==> src/rtl/f1_reaction_timer.sv <==
// -----------------------------------------------------------------------------
// f1_reaction_timer
//
// Consumer-side companion to the F1 start-light sequencer. Watches the 8-bit
// light bar, recognises a legal build-up to a full bar (8'hFF) followed by
// lights-out (8'h00), then counts cycles until the driver's trigger rises.
// Reports the reaction count, or flags a jump start if the trigger rises while
// the lights are still on.
//
// Optional feature macro: F1_TIMER_PRESCALE_EN
//   When defined, a PRESCALE-cycle prescaler runs in RUNNING and the reaction
//   count advances once per prescaler wrap. When undefined, there is no
//   prescaler, the count advances every RUNNING cycle and PRESCALE is unused.
//
// Parameters:
//   WIDTH     width of the reaction counter and time_out
//   PRESCALE  cycles per count tick (prescale build only)
//
// Ports:
//   clk         system clock, rising edge
//   rst         asynchronous active-low reset, clears all state while low
//   lights      light bar from the sequencer
//   trigger     driver button (level, already synchronous to clk)
//   time_out    last measured reaction count, held until the next result
//   valid       one-cycle pulse when time_out is updated
//   jump_start  high while in JUMP
//   busy        high in FILLING, ARMED and RUNNING
//   dbg_state   current FSM state encoding, for observation only
//
// Handshake: valid is a single-cycle strobe with no ready/back-pressure; the
// consumer must capture time_out on the cycle valid is high (time_out also
// stays stable afterwards until the next result or reset).
// -----------------------------------------------------------------------------
module f1_reaction_timer #(
   parameter int WIDTH    = 16,
   parameter int PRESCALE = 1000
) (
   input  logic             clk,
   input  logic             rst,
   input  logic [7:0]       lights,
   input  logic             trigger,
   output logic [WIDTH-1:0] time_out,
   output logic             valid,
   output logic             jump_start,
   output logic             busy,
   output logic [2:0]       dbg_state
);

   typedef enum logic [2:0] {
      S_IDLE    = 3'd0,
      S_FILLING = 3'd1,
      S_ARMED   = 3'd2,
      S_RUNNING = 3'd3,
      S_DONE    = 3'd4,
      S_JUMP    = 3'd5
   } state_t;

   state_t           state;
   state_t           state_n;
   logic             trig_q;
   logic             rise;
   logic             tick;
   logic [WIDTH-1:0] count;

   // A prescale of zero cycles has no meaning.
   if (PRESCALE < 1) begin : g_prescale_check
      $error("f1_reaction_timer: PRESCALE must be at least 1");
   end

   // Only a fresh press acts; a held button is ignored everywhere.
   assign rise = trigger & ~trig_q;

`ifdef F1_TIMER_PRESCALE_EN
   localparam int PS_W = (PRESCALE > 1) ? $clog2(PRESCALE) : 1;

   logic [PS_W-1:0] prescaler;

   // The count advances on the cycle the prescaler wraps PRESCALE-1 -> 0.
   assign tick = (prescaler == PS_W'(PRESCALE - 1));
`else
   assign tick = 1'b1;
`endif

   // Next-state decode. Trigger rises take priority over light changes so a
   // press on the same edge as lights-out is always a jump start.
   always_comb begin
      state_n = state;
      case (state)
         S_IDLE: begin
            if (lights != 8'h00) state_n = S_FILLING;
         end
         S_FILLING: begin
            if (rise)                  state_n = S_JUMP;
            else if (lights == 8'hFF)  state_n = S_ARMED;
            else if (lights == 8'h00)  state_n = S_IDLE;
         end
         S_ARMED: begin
            if (rise)                  state_n = S_JUMP;
            else if (lights == 8'h00)  state_n = S_RUNNING;
         end
         S_RUNNING: begin
            // The light bar is deliberately ignored while timing.
            if (rise) state_n = S_DONE;
         end
         S_DONE: begin
            if (!trigger) state_n = S_IDLE;
         end
         S_JUMP: begin
            // Leave only once the button is released and the bar is dark.
            if (!trigger && (lights == 8'h00)) state_n = S_IDLE;
         end
         default: state_n = S_IDLE;
      endcase
   end

   always_ff @(posedge clk or negedge rst) begin
      if (!rst) begin
         state      <= S_IDLE;
         trig_q     <= 1'b0;
         count      <= '0;
         time_out   <= '0;
         valid      <= 1'b0;
         jump_start <= 1'b0;
         busy       <= 1'b0;
`ifdef F1_TIMER_PRESCALE_EN
         prescaler  <= '0;
`endif
      end else begin
         state      <= state_n;
         trig_q     <= trigger;
         valid      <= 1'b0;
         // Status outputs follow the state being entered, so they line up
         // exactly with the registered state.
         busy       <= (state_n == S_FILLING) || (state_n == S_ARMED) ||
                       (state_n == S_RUNNING);
         jump_start <= (state_n == S_JUMP);

         if ((state == S_ARMED) && (state_n == S_RUNNING)) begin
            // Lights-out: start a fresh measurement.
            count     <= '0;
`ifdef F1_TIMER_PRESCALE_EN
            prescaler <= '0;
`endif
         end else if (state == S_RUNNING) begin
            if (rise) begin
               time_out <= count;
               valid    <= 1'b1;
            end else begin
`ifdef F1_TIMER_PRESCALE_EN
               prescaler <= tick ? '0 : prescaler + PS_W'(1);
`endif
               // Saturate rather than wrap so a very slow driver reads max.
               if (tick && (count != {WIDTH{1'b1}})) begin
                  count <= count + WIDTH'(1);
               end
            end
         end
      end
   end

   assign dbg_state = state;

endmodule

==> config.mk <==
export PLATFORM = sky130hd
export DESIGN_NAME = f1_reaction_timer
export DESIGN_NICKNAME = d
export VERILOG_FILES = /design/src/rtl/f1_reaction_timer.sv
export SDC_FILE = /design/constraint.sdc
export NUM_CORES = 1
export LEC_CHECK = 0
export CORE_AREA = 2 2 65 67
export DETAILED_ROUTE_END_ITERATION = 8
export DIE_AREA = 0 0 67 69
export GPL_TIMING_DRIVEN = 0
export HOLD_SLACK_MARGIN = 0.02
export PLACE_DENSITY = 0.84
export SLEW_MARGIN = 20
export SYNTH_ARGS = -nofsm -noshare
export SYNTH_HDL_FRONTEND = slang
export SYNTH_SLANG_ARGS = --single-unit
==> constraint.sdc <==
create_clock -name clk -period 2.16 [get_ports clk]
set_input_delay 0.432 -clock clk [delete_from_list [all_inputs] [get_ports clk]]
set_output_delay 0.432 -clock clk [all_outputs]
set_load 0.05 [all_outputs]
==> results list, run 1 <==
- The number of antenna diodes in the final layout is 0.
- Initial core utilization: 48.88%
- dfrtp_1 takes more of the synthesized area than any other cell.
- Once layout is done, the placed cells without fillers occupy 2411 sq um.
- Worst relative slew slack: around two thirds
* Total congestion overflow: 0
- CTS placed an instance of clkbuf_8 at the clock tree root.
* Synth unique cells: 44
- The final layout contains approximately 220 nets.
- Multi-input logic area: 903.4 sq um
- After detailed routing, the number of vias per cell comes to 5.594.
- Via count of the first global-routing pass: 1390
- In the synthesized netlist the dominant register cell turns out to be dfrtp_1.
- Across the run, the number of max-cap violations was 0.
* Family with the most delay on the worst path: buffers and inverters
* Initial antenna violation count: 0
- Floorplan die area: roughly 4600 sq um
- Post-synthesis instance area: 1913 sq um
* Overall global routing resource usage: 18.39%
- Status: completed
- Number of buffers on the longest clock path: 2
- The filler cells instantiated in the layout total 343.
- Share of cell area taken by muxes after synthesis: 10.99%
* Count of buffering cells on the critical path with inverters included: 1
* Setup crit start kind: register
- CP max stage cell: clkdlybuf4s50_1
- The number of max-slew violations in the final report was 0.
- Register area: ~1000 sq um
* Final count of negative-setup-slack endpoints: 0
- Sequential elements use 51.01% of the synthesized area.
- Entering global routing, the biggest net connects 34 pins.
- Clock tree from TritonCTS: done
* Compound-cell area share of the yosys netlist: 9.876%
- Final total negative setup slack: 0 ps
- DP Area: 2311 sq um
- Routability congestion estimate from global placement: about 0.86
* Post-CTS setup repair buffer count: 0
* Avg Inst Size Synth: 11.81 sq um
- Post-Route Hold Slack: 506.2 ps
* Worst path max stage delay: a little under 900 ps
- The min-delay analysis places its worst path in the category in -> async.
* Post-synthesis share of cell area spent on xor and xnor gates: under 10%
- Final design utilization: 61.60%
* Max Clock Freq: around 470 MHz
- Critical path start-end classification: reg -> out
- Wire length of the first global-routing pass: 6.361 mm
- Maximum ir drop on the vdd rail: 776.0 uV
* Cell breakdown of the critical path: clkdlybuf4s50_1
* Remaining routing DRC violations: 0
* Worst-Skew Late Latency: approximately 300 ps
* IO buf count: 32
- For this block, the routed nets add up to 3.766 mm of wire.
- Layout cells sized above 1: roughly 22%
- Critical Path Fanout Max: 7
- Measured along the x axis, the die boundary spans 67 microns.
* H-tree levels: 2
* Setup repair after global routing missed its margin: false
- Number of synthesis warnings: 0
* Cell row count: 23
- Number of nets produced by synthesis: 174
- CP arrival: between 1500 and 2000 ps
- By area the synthesized netlist is led by dfrtp_1 (51%), mux2_2 (9.4%), xnor2_1 (3.7%), a2111oi_2 (3.1%), nor2_1 (3.1%).
- In the layout the commonest cells are dfrtp_1 (39), clkdlybuf4s50_1 (31), nor2_1 (16), mux2_2 (16).
- For this run, asynchronously set or reset flops after synthesis account for 100.0%.
- Worst Tran Pin Value: 499.9 ps
* Ratio of total power to cell area: 699.6 nW/um^2
* Data required time of the critical path: 1730 ps
* Commonest non-fill, non-tap cell in the layout: dfrtp_1
* Static leakage power: 1.054 nW
* Category of the worst setup path capture point: output port
- After synthesis the netlist holds a flip-flop and latch count of 39.
* Part of the cycle the worst path needs: a little over nine tenths
* Adder and majority cell fraction of the synthesized area: 0.6540%
* Total via count after detailed routing: 1421
* Core Box Area: about 3900 sq um
- For this run, the detailed router's first-pass iteration total came to 4.
- Clock slew at reported path FFs: 70 ps
- Number of flops mapped to enable cells by yosys: 0
- Clock tree synthesis found a total of 39 sinks.
- Once detail routing completed, the nets flagged for antenna violations numbered 0.
* Starting DRT DRC Count: 54
- Cts bufs inserted: 5
- Final setup skew: 5.302 ps
* Minimum clock period: 2110 ps
- Number of top-level design ports: 33
* Post-detailed-route wirelength per cell: 14.83 microns
- By area, the combinational part of the netlist is dominated by simple AND/OR/NAND/NOR gates.
- The total count of hold-check failures in the final report is 0.
- Share of the synthesized area in the top cell type: 51.01%
- Die extent in y: 69 microns
- Area grow syn2layout: 26.03%
- The cell count after synthesis came out at 162.
* Post-synthesis share of cell area spent on and, or, nand and nor gates: roughly a fifth
- Dpl hpwl: about 2.7 mm
## synth_stat cells, types with 2 or more instances
master     count
dfrtp_1       39
mux2_2        16
nor2_1        16
nand2_1        8
xnor2_1        8
nand2b_1       5
a2111oi_2      4
inv_1          4
nand3_1        4
a211oi_1       3
a21oi_1        3
mux2i_1        3
nand4_1        3
o21ai_0        3
xor2_1         3
and2_1         2
and3_1         2
nand3_2        2
nand3b_1       2
nor2_2         2
nor2b_1        2
nor3_4         2
o211ai_1       2
o22ai_1        2
or3_1          2
or4_1          2
## per-layer routing
metal	part of all wire, %	up-vias	wire length, microns	global-route usage [%]
met4	3.3	0	123	10.20
met3	4.0	14	152	5.546
li1	-	675	-	-
met2	50	45	1885	28.05
met5	0	-	0	0
met1	43	687	1604	22.89
## state kept, by name, indices dropped and copies added, names as in the netlist
signal,count
busy,1
count,16
dbg_state,3
jump_start,1
time_out,16
trig_q,1
valid,1
## through the flow
step	setup slack (ps)	power, W	cells
after CTS	53.45	0.001693	254
after global placement	-223.2	0.001203	244
after floorplan	223.4	0.001070	162
final	49.56	0.001687	254
after detailed placement	-193.2	0.001213	245
after global routing	3.280	0.001767	254
## final cells by class
class | instances | area share, %
plain buffers | 3 | 0.9860
clock buffers | 6 | 3.010
clock inverters | 2 | 0.5189
inverters | 4 | 0.6227
multi-input cells | 116 | 37.47
flip-flops and latches | 39 | 40.48
well taps | 50 | 2.595
repair buffers | 34 | 14.32
## logic make-up (layout without fill, tap and decap cells)
| kind of cell | after synthesis | after routing |
|---|---|---|
| simple gates | 62 | 62 |
| fa+ha+maj | 1 | 1 |
| xor+xnor | 11 | 11 |
| flops | 39 | 39 |
| compound gates | 23 | 23 |
| mux | 19 | 19 |
| buf+inv | 7 | 49 |
## where the power goes
| group | switching [W] | internal [W] |
|---|---|---|
| clock network | 0.000257 | 0.000226 |
| logic | 0.000233 | 0.000143 |
| registers | 0.0000579 | 0.000770 |
| total | 0.000548 | 0.00114 |
## final timing paths
check | startpoint | end | slack [ps] | cells after the start
max in group asynchronous | rst | dbg_state[1] | 1250 | 3
worst min register to register | time_out[4] | time_out[4] | 510 | 1
worst max-delay path | dbg_state[0] | dbg_state[0] | 50 | 1
worst min-delay path | rst | time_out[11] | 510 | 2
min in group clk | time_out[4] | time_out[4] | 510 | 1
worst max register to register | count[0] | count[3] | 330 | 6
## what timing repair did
action	in CTS	in global routing
gates resized for setup	0	1
hold buffers	1	0
setup endpoints to repair	0	5
hold endpoints to repair	6	0
(Power assumes the default switching activity.)
==> inputs of run 2 (changes only) <==
--- a/config.mk
+++ b/config.mk
@@ -5,6 +5,7 @@
 export SDC_FILE = /design/constraint.sdc
 export NUM_CORES = 1
 export LEC_CHECK = 0
+export ABC_AREA = 0
 export CORE_AREA = 2 2 65 67
 export DETAILED_ROUTE_END_ITERATION = 8
 export DIE_AREA = 0 0 67 69
==> results of run 2 <==
Same layout as run 1: the final DEF is identical, and so are final timing and power.
==> inputs of run 3 (changes only) <==
--- a/config.mk
+++ b/config.mk
@@ -6,12 +6,13 @@
 export NUM_CORES = 1
 export LEC_CHECK = 0
 export ABC_AREA = 0
-export CORE_AREA = 2 2 65 67
+export CORE_AREA = 2 2 67 69
 export DETAILED_ROUTE_END_ITERATION = 8
-export DIE_AREA = 0 0 67 69
+export DIE_AREA = 0 0 69 71
 export GPL_TIMING_DRIVEN = 0
 export HOLD_SLACK_MARGIN = 0.02
-export PLACE_DENSITY = 0.84
+export MAX_ROUTING_LAYER = met4
+export PLACE_DENSITY = 0.83
 export SLEW_MARGIN = 20
 export SYNTH_ARGS = -nofsm -noshare
 export SYNTH_HDL_FRONTEND = slang
==> constraint.sdc (replaced) <==
create_clock -name clk -period 1.8 [get_ports clk]
set_input_delay 0.36 -clock clk [delete_from_list [all_inputs] [get_ports clk]]
set_output_delay 0.36 -clock clk [all_outputs]
set_load 0.05 [all_outputs]
==> results list, run 3 (synthesis results as in run 1) <==
- At the pin with the least slew margin, the transition time is 506.8 ps.
- Part of the cycle the worst path needs: 98.62%
- Cells with a size suffix above 1 make up approximately 30% of the layout.
- Number of antenna-violating nets in the routed design: 0
- Dpl hpwl: 2.530 mm
* Status: completed
- Number of buffers on the longest clock path: 2
- During placement, the flow inserted port buffers numbering 32.
- TritonCTS built the clock tree.
- Net switching is 31.58% of the power.
- Subtracting the final worst setup slack from the clock period gives 1775 ps.
- Max-cap violation count: 0
* CP arrival: 1940 ps
* Cell row count: 24
* Max Clock Freq: 563.3 MHz
* CP max stage cell: or4_4
* Cts bufs inserted: 5
- Once layout is done, the placed cells without fillers occupy between 2000 and 3000 sq um.
* Post-placement cell count: ~250
* Wire length of the first global-routing pass: just over 6 mm
* Via count of the first global-routing pass: 1327
- Worst path max stage delay: 550 ps
- Total of hold buffers inserted after clock tree synthesis: 0
* Ratio of total power to cell area: between 700 and 800 nW/um^2
- The share of total power dissipated in combinational logic is between 20% and 30%.
* Die extent in y: 71 microns
- The path class of the tightest hold or removal check is in -> async.
- Total power for the finished layout comes to a little over 0.002 W.
* Count of final hold-check violations: 0
- The share of total power dissipated in the clock network is 29.6%.
- DRT Pass-1 Iters: 4
- Switch Pwr: 0.0006452 W
* Cell at the root of the clock tree: clkbuf_8
- Total congestion overflow: 0
- Width of the die: 69 microns
- After detailed routing, the average wire length per cell comes to 14.47 microns.
- The H-tree generated during clock tree synthesis spans 2 levels.
- Final count of negative-setup-slack endpoints: 0
- Together, buffers and inverters on the worst path number 1.
* Overall global routing resource usage: approximately 16%
- In this run, the number of DRC markers left after iteration 0 of detailed routing was 48.
- Remaining routing DRC violations: 0
- Entering global routing, the biggest net connects 21 pins.
- Most frequent cells in the layout: dfrtp_1 (36), dlygate4sd2_1 (20), nor2_1 (16), mux2_2 (16), clkdlybuf4s50_1 (9)
* Family with the most delay on the worst path: simple AND/OR/NAND/NOR gates
* Setup crit start kind: primary input
* Clock slew at reported path FFs: 70 ps
* Final total negative setup slack: 0 ps
- Max Slew Vio Count: 0
* Number of clock sinks seen by CTS: 39
- Excluding fillers, the count of instances in the completed layout stands at 261.
* Critical path start-end classification: in -> reg
* Internal: 0.001398 W
* Worst-Skew Late Latency: 300 ps
* Routed vias/inst: between 5 and 6
* Worst relative slew slack: 66.16%
* Routability congestion estimate from global placement: 0.8862
- Initial antenna violation count: 0
- The worst setup path is captured at a register.
* Static leakage power: 1.212 nW
* Maximum ir drop on the vdd rail: 943.3 uV
- Aggregate routed wire length: about 3.8 mm
- Setup repair after global routing missed its margin: true
- Commonest non-fill, non-tap cell in the layout: dfrtp_1
* Floorplan die area: about 4900 sq um
- Area grow syn2layout: 34.66%
- Final setup skew: slightly below 5 ps
* Initial core utilization: approximately 46%
- The routed layout has 1406 vias.
- Registers are responsible for 48.7% of the overall power.
* Total number of nets in the final design: 220
* Number of antenna repair diodes: 0
- Core Box Area: between 4000 and 5000 sq um
- Number of top-level design ports: 33
* Final design utilization: about three fifths
- Walking the worst path, the cells encountered are clkdlybuf4s50_1 -> or4_4 -> nor2_4 -> and3_4 -> nand2b_4 -> mux2i_1.
* Data required time of the critical path: 1970 ps
- DP Area: 2325 sq um
- Along the worst path, the maximum fanout reaches 8.
-- run 3: final timing paths --
check,start,to,slack [ps],cells past startpoint
setup / recovery,lights[1],count[3],20,6
hold / removal,rst,valid,10,1
setup reg to reg,count[0],count[15],80,7
hold reg to reg,time_out[7],time_out[7],500,1
max in group asynchronous,rst,dbg_state[1],1320,2
min in group clk,time_out[7],time_out[7],500,1
-- run 3: repair_timing --
action / 4_1_cts / 5_1_grt
setup endpoints to repair: 44 / 27
gates resized for setup: 28 / 15
buffers inserted: 0 / 6
cloned: 1 / 0
pin swaps: 4 / 7
-- run 3: final cells by class --
cell class	count	area, sq um
fill	345	1628
multi-input combinational	116	1015
buffer	2	18.77
tap	52	65.06
sequential	39	979.7
clock inverter	1	5.005
timing repair buffer	40	391.6
inverter	4	15.01
clock buffer	7	86.33
-- run 3: through the flow --
stage                     worst slack, ps  hold WS (ps)
after floorplan                     37.41         64.41
after global placement             -645.5         491.0
after detailed placement           -432.6         352.1
after CTS                          -4.637         25.58
after global routing               -13.86         49.18
final                               24.77         10.20
-- run 3: layer usage --
layer | GRT usage, % | routed length [microns] | vias to the layer above
li1 | - | - | 684
met1 | 20.69 | 1676 | 687
met2 | 24.15 | 1853 | 29
met3 | 4.274 | 179 | 6
met4 | 9.368 | 68 | 0
met5 | - | 0 | -
-- run 3: power groups by stage --
stage                     clock network, W  registers, W  logic, W
after floorplan                          0       0.00115  0.000140
after global placement                   0       0.00101  0.000436
after detailed placement                 0       0.00101  0.000451
after CTS                         0.000621      0.000994  0.000448
after global routing              0.000653       0.00100  0.000478
final                             0.000604      0.000994  0.000445
-- run 3: worst reg2reg max path, delay by kind of cell (launching register included) --
family	cells	cell delay [ps]
flops	1	420
compound gates	1	370
simple gates	3	240
fa+ha+maj	1	230
buf+inv	1	180
xor+xnor	1	170
